## src/rtl/gf180mcu_ocd_io_pkg.sv

```systemverilog
// Shared state encoding and default parameter values for the pad-ring power sequencer.
package gf180mcu_ocd_io_pkg;

    localparam int NSEG_DEF  = 4;
    localparam int DLY_W_DEF = 8;
    localparam int DEB_DEF   = 4;
    localparam int TMO_DEF   = 255;

    typedef enum logic [2:0] {
        ST_OFF,
        ST_RAMP,
        ST_SETTLE,
        ST_ON,
        ST_DOWN,
        ST_FLT
    } pwr_state_t;

endpackage

```

## src/rtl/gf180mcu_ocd_io__pgdeb.sv

```systemverilog
// Power-good conditioner: two-flop synchroniser followed by a debouncer that
// only accepts a new level after DEB consecutive identical synchronised samples.
module gf180mcu_ocd_io__pgdeb #(
    parameter int DEB = 4
) (
    input  logic clk,
    input  logic rst,
    input  logic pg,
    output logic pgd
);

    localparam int CW = (DEB > 1) ? $clog2(DEB) : 1;
    localparam logic [CW-1:0] CNT_LAST = CW'(DEB - 1);

    logic [1:0]    sync;
    logic [CW-1:0] cnt;

    // cnt tracks how many samples in a row have disagreed with pgd; it never exceeds DEB-1
    always_ff @(posedge clk or posedge rst) begin
        if (rst) begin
            sync <= '0;
            cnt  <= '0;
            pgd  <= 1'b0;
        end else begin
            sync <= {sync[0], pg};
            if (sync[1] == pgd) begin
                cnt <= '0;
            end else if (cnt == CNT_LAST) begin
                pgd <= sync[1];
                cnt <= '0;
            end else begin
                cnt <= cnt + 1'b1;
            end
        end
    end

endmodule

```

## src/rtl/gf180mcu_ocd_io__pwrseq.sv

```systemverilog
// Pad-ring power sequencer: enables NSEG segments one at a time on debounced
// power-good, powers them down in reverse order, and latches faults.
module gf180mcu_ocd_io__pwrseq
    import gf180mcu_ocd_io_pkg::*;
#(
    parameter int NSEG  = NSEG_DEF,
    parameter int DLY_W = DLY_W_DEF,
    parameter int DEB   = DEB_DEF,
    parameter int TMO   = TMO_DEF
) (
    input  logic             CLK,
    input  logic             RST,
    input  logic             EN,
    input  logic [NSEG-1:0]  PG,
    input  logic [DLY_W-1:0] DLY,
    output logic [NSEG-1:0]  SEG_EN,
    output logic             READY,
    output logic             FAULT
);

    localparam int KW = (NSEG > 1) ? $clog2(NSEG) : 1;
    localparam int TW = (TMO > 1) ? $clog2(TMO + 1) : 1;
    localparam logic [KW-1:0] K_LAST = KW'(NSEG - 1);
    localparam logic [TW-1:0] T_LAST = TW'(TMO - 1);

    function automatic logic [DLY_W-1:0] dly_eff(input logic [DLY_W-1:0] d);
        return (d == '0) ? DLY_W'(1) : d;
    endfunction

    function automatic logic last_tick(input logic [DLY_W-1:0] d);
        return (d == '0) || (d == DLY_W'(1));
    endfunction

    pwr_state_t       state, state_n;
    logic [KW-1:0]    k, k_n;
    logic [DLY_W-1:0] dcnt, dcnt_n;
    logic [TW-1:0]    tcnt, tcnt_n;
    logic [NSEG-1:0]  seg_n;
    logic             ready_n, fault_n;
    logic [NSEG-1:0]  pgd;

    for (genvar i = 0; i < NSEG; i++) begin : g_deb
        gf180mcu_ocd_io__pgdeb #(.DEB(DEB)) u_deb (
            .clk (CLK),
            .rst (RST),
            .pg  (PG[i]),
            .pgd (pgd[i])
        );
    end

    always_comb begin
        state_n = state;
        k_n     = k;
        dcnt_n  = dcnt;
        tcnt_n  = tcnt;
        seg_n   = SEG_EN;
        ready_n = 1'b0;
        fault_n = FAULT;
        case (state)
            ST_OFF: begin
                fault_n = 1'b0;
                if (EN) begin
                    k_n      = '0;
                    seg_n    = '0;
                    seg_n[0] = 1'b1;
                    tcnt_n   = '0;
                    state_n  = ST_RAMP;
                end
            end
            // Timeout is tested before EN and PG so it wins any tie
            ST_RAMP: begin
                if (tcnt == T_LAST) begin
                    seg_n   = '0;
                    fault_n = 1'b1;
                    state_n = ST_FLT;
                end else if (!EN) begin
                    dcnt_n  = dly_eff(DLY);
                    state_n = ST_DOWN;
                end else if (pgd[k]) begin
                    dcnt_n  = dly_eff(DLY);
                    state_n = ST_SETTLE;
                end else begin
                    tcnt_n = tcnt + 1'b1;
                end
            end
            ST_SETTLE: begin
                if (!EN) begin
                    dcnt_n  = dly_eff(DLY);
                    state_n = ST_DOWN;
                end else if (last_tick(dcnt)) begin
                    dcnt_n = '0;
                    if (k == K_LAST) begin
                        state_n = ST_ON;
                    end else begin
                        k_n        = k + 1'b1;
                        seg_n[k_n] = 1'b1;
                        tcnt_n     = '0;
                        state_n    = ST_RAMP;
                    end
                end else begin
                    dcnt_n = dcnt - 1'b1;
                end
            end
            ST_ON: begin
                if (!(&pgd)) begin
                    seg_n   = '0;
                    fault_n = 1'b1;
                    state_n = ST_FLT;
                end else if (!EN) begin
                    dcnt_n  = dly_eff(DLY);
                    state_n = ST_DOWN;
                end else begin
                    ready_n = 1'b1;
                end
            end
            // k always points at the highest segment still enabled
            ST_DOWN: begin
                if (SEG_EN == '0) begin
                    state_n = ST_OFF;
                end else if (last_tick(dcnt)) begin
                    seg_n[k] = 1'b0;
                    if (k != '0) k_n = k - 1'b1;
                    dcnt_n   = dly_eff(DLY);
                end else begin
                    dcnt_n = dcnt - 1'b1;
                end
            end
            ST_FLT: begin
                seg_n = '0;
                if (!EN) begin
                    fault_n = 1'b0;
                    state_n = ST_OFF;
                end
            end
            default: begin
                seg_n   = '0;
                state_n = ST_OFF;
            end
        endcase
    end

    always_ff @(posedge CLK or posedge RST) begin
        if (RST) begin
            state  <= ST_OFF;
            k      <= '0;
            dcnt   <= '0;
            tcnt   <= '0;
            SEG_EN <= '0;
            READY  <= 1'b0;
            FAULT  <= 1'b0;
        end else begin
            state  <= state_n;
            k      <= k_n;
            dcnt   <= dcnt_n;
            tcnt   <= tcnt_n;
            SEG_EN <= seg_n;
            READY  <= ready_n;
            FAULT  <= fault_n;
        end
    end

endmodule
```

## config.mk

```make
export PLATFORM = sky130hd
export DESIGN_NAME = gf180mcu_ocd_io__pwrseq
export DESIGN_NICKNAME = d
export VERILOG_FILES = /design/src/rtl/gf180mcu_ocd_io_pkg.sv /design/src/rtl/gf180mcu_ocd_io__pgdeb.sv /design/src/rtl/gf180mcu_ocd_io__pwrseq.sv
export SDC_FILE = /design/constraint.sdc
export NUM_CORES = 1
export LEC_CHECK = 0
export ABC_CLOCK_PERIOD_IN_PS = 5300
export BUFFER_PORTS_ARGS = -buffer_cell sky130_fd_sc_hd__buf_2
export CORE_ASPECT_RATIO = 1.25
export CORE_MARGIN = 3
export CORE_UTILIZATION = 40
export CTS_CLUSTER_DIAMETER = 150
export CTS_CLUSTER_SIZE = 12
export DETAILED_ROUTE_END_ITERATION = 6
export SYNTH_ARGS = -nofsm -noshare
export SYNTH_HDL_FRONTEND = slang
export SYNTH_HIERARCHICAL = 1
export SYNTH_SLANG_ARGS = --single-unit
```

## constraint.sdc

```tcl
create_clock -name CLK -period 5.3 [get_ports CLK]
set_input_delay 1.06 -clock CLK [delete_from_list [all_inputs] [get_ports CLK]]
set_output_delay 1.06 -clock CLK [all_outputs]
set_load 0.03 [all_outputs]
```

==> flow_summary.ini <==
[run_status]
outcome = finished, final reports clean

[routing]
drc = 0
vias = 2111
wirelength_mm = 5.41
antenna_left = 0
firstDrtPassIters = 4
drt-initial-drc-count = 126
vias_per_cell = 5.69
avgRoutedWirePerCell_um = 14.6

[layout]
antenna_cells = 0
area_growth_pct = 9.98
fillerInstances = 639
drive_gt1_frac = 0.182
num-nets-final = 312

[placed_design]
gp_congestion = 0.823
hpwlAfterDp_mm = 4.07
io_buffers = 20

[sta]
clock_skew_ns = 0.00781
fmax_mhz = 407
rsz0062_at_grt = false
period_share = 0.463
tightest_slew_ns = 1.08
setup_violations = 0
worst_slew_margin_rel = 0.281
hold_viol = 0
finalCriticalPeriod_ns = 2.46
drv_slew = 0
setup-tns-final_ns = 0
hold-worst-slack_ns = 0.355

[power_and_ir_drop]
p_leak_uw = 0.00129
seqPwrFrac = 0.404
ir_drop_v = 0.000254
combPwrFrac = 0.437
powerDensity_nw_per_um2 = 498
p_switching_uw = 628
p_int_uw = 829
swShare = 0.431
power_frac_clock = 0.159

[floorplanning]
dieArea_um2 = 7670
die_h_um = 97.2
coreArea_um2 = 6330
start_util = 0.420
num_rows = 32
io_pins = 21
die_x_um = 78.9

[cts]
cts_setup_buffers = 0
cts_hold_buf = 0
clkTransAtPathRegs_ns = 0.10
cts_tree = done
clock_path_buffers = 2
clk_latency_ns = 0.31
cts_htree_levels = 2
cts_buffers = 5
cts_resized = 0
cts-root-buf = clkbuf_8
cts.sinks = 47

[yosys]
synth_seq_area_share = 0.442
post-synth-top-area-fraction = 0.442
yosysMostFrequentCell = dfrtp_1
synth_seq_cells = 47
ys_top_cells_by_count = 47 x dfrtp_1, 16 x nor2_1, 16 x nor3_1, 15 x a21oi_1, 15 x inv_1
synth_nets = 292
synth_edf_count = 0
synthTopCellsByArea = dfrtp_1 44%, ha_1 5.6%, nor3_1 3.0%
yosysUniqueCellTypes = 60
synth_cells = 265
synth-async-reset-ratio = 1.00
synth_flop_cell = dfrtp_1
syn_avg_cell_area_um2 = 10.0
syn-cell-area_um2 = 2660
yosysTopAreaCell = dfrtp_1
yosys_warnings = 6

[worst_setup_path]
crit_fanout = 10
end_kind = flip-flop
path_buf_inv = 1
cp.arrival_ns = 2.66
cpPeakStageDelay_ns = 0.45
cp_slowest_cell = a221oi_2
crit_chain = buf_2, nand2b_1, o21ai_0, a221oi_2, or2_1, mux2_1
crit_family = compound AO/OA/AOI/OAI gates
critPathRequiredTime_ns = 5.50
start_kind = input port
crit_type = in -> reg

[global_routing]
grt_max_degree = 28
grt_usage = 0.152
grt-ovfl-total = 0
antenna_found_initial = 0
grt_pass1_vias = 2057
grt_pass1_wl_mm = 9.63

[run]
maxCapViolCount = 0

[worst_hold_path]
hold_path_class = reg -> reg
[cell usage in the layout, fill, tap and decap left out, types with 3 or more instances in the layout]
cell / instances
mux2_2: 6
nor3_1: 16
o21ai_0: 14
nor3b_1: 3
inv_1: 15
clkbuf_8: 5
buf_2: 20
o211ai_1: 4
and3_1: 4
o41ai_1: 3
nor3_2: 5
o31ai_1: 4
dfrtp_1: 47
a22oi_1: 3
a31oi_1: 6
xnor2_1: 4
ha_1: 12
a21oi_1: 15
nand3_1: 4
and2_1: 4
nor2_1: 16
nor2b_1: 5
nand2_1: 14
a21o_1: 3
nand2b_1: 5
[per-layer routing]
metal	up-vias	wire length [um]	track usage
met5	-	0	0
met4	0	87	0.0423
met3	10	263	0.0260
met2	64	2690	0.252
met1	1015	2370	0.203
li1	1022	-	-
[final timing paths]
path	from	endpoint	cells after the start	slack, ns
max reg2reg	state[2]	state[2]	5	2.89
max	EN	dcnt[7]	6	2.84
min in group asynchronous	RST	g_deb[1].u_deb/pgd	2	0.68
min	g_deb[3].u_deb/sync[0]	g_deb[3].u_deb/sync[1]	0	0.36
max in group asynchronous	RST	dcnt[6]	2	3.59
min reg2reg	g_deb[3].u_deb/sync[0]	g_deb[3].u_deb/sync[1]	0	0.36
[sequential cells by signal (all words and copies together), names as in the netlist]
signal / flops
FAULT: 1
READY: 1
SEG_EN: 4
dcnt: 8
g_deb.u_deb/cnt: 8
g_deb.u_deb/pgd: 4
g_deb.u_deb/sync: 8
k: 2
state: 3
tcnt: 8
[metrics by stage]
stage	setup WS, ns	cell area [um2]	power (uW)	utilization	std cells
global route	2.71	2920	1580	0.462	371
finish	2.84	2920	1460	0.462	371
floorplan	2.80	2660	1090	-	265
detailed placement	2.49	2830	1240	0.447	363
CTS	2.83	2920	1470	0.462	371
global placement	2.55	2830	1230	0.447	363
[worst register-to-register path: cells and delay by family (launching register included)]
kind | cells | cell delay [ns]
mux | 1 | 0.35
flops | 1 | 0.58
compound gates | 2 | 0.65
simple gates | 2 | 0.72
[power groups by stage]
stage / Sequential, uW / Combinational (uW) / Clock, uW
after global routing: 610 / 717 / 256
final: 588 / 637 / 232
after floorplan: 569 / 525 / 0
after global placement: 595 / 634 / 0
after detailed placement: 594 / 641 / 0
after CTS: 587 / 643 / 242
[cell type report]
| type | instances | area, um2 | share of cell area |
|---|---|---|---|
| Inverter | 15 | 56.3 | 0.0193 |
| Multi-Input combinational cell | 195 | 1380 | 0.472 |
| Sequential cell | 47 | 1180 | 0.402 |
| Tap cell | 85 | 106 | 0.0364 |
| Clock buffer | 5 | 68.8 | 0.0235 |
| Clock inverter | 3 | 27.5 | 0.00941 |
| Timing Repair Buffer | 21 | 108 | 0.0368 |
[cell families after synthesis]
family                     count (synthesis)  share of synthesized area
xor gates and xnor gates                   4                     0.0132
and+or+nand+nor                           92                      0.199
adders and majority gates                 12                     0.0565
muxes                                     11                     0.0513
AOI/OAI and AO/OA                         76                      0.200
DFF                                       47                      0.442
buffers and inverters                     23                     0.0381
(Power assumes the default switching activity.)
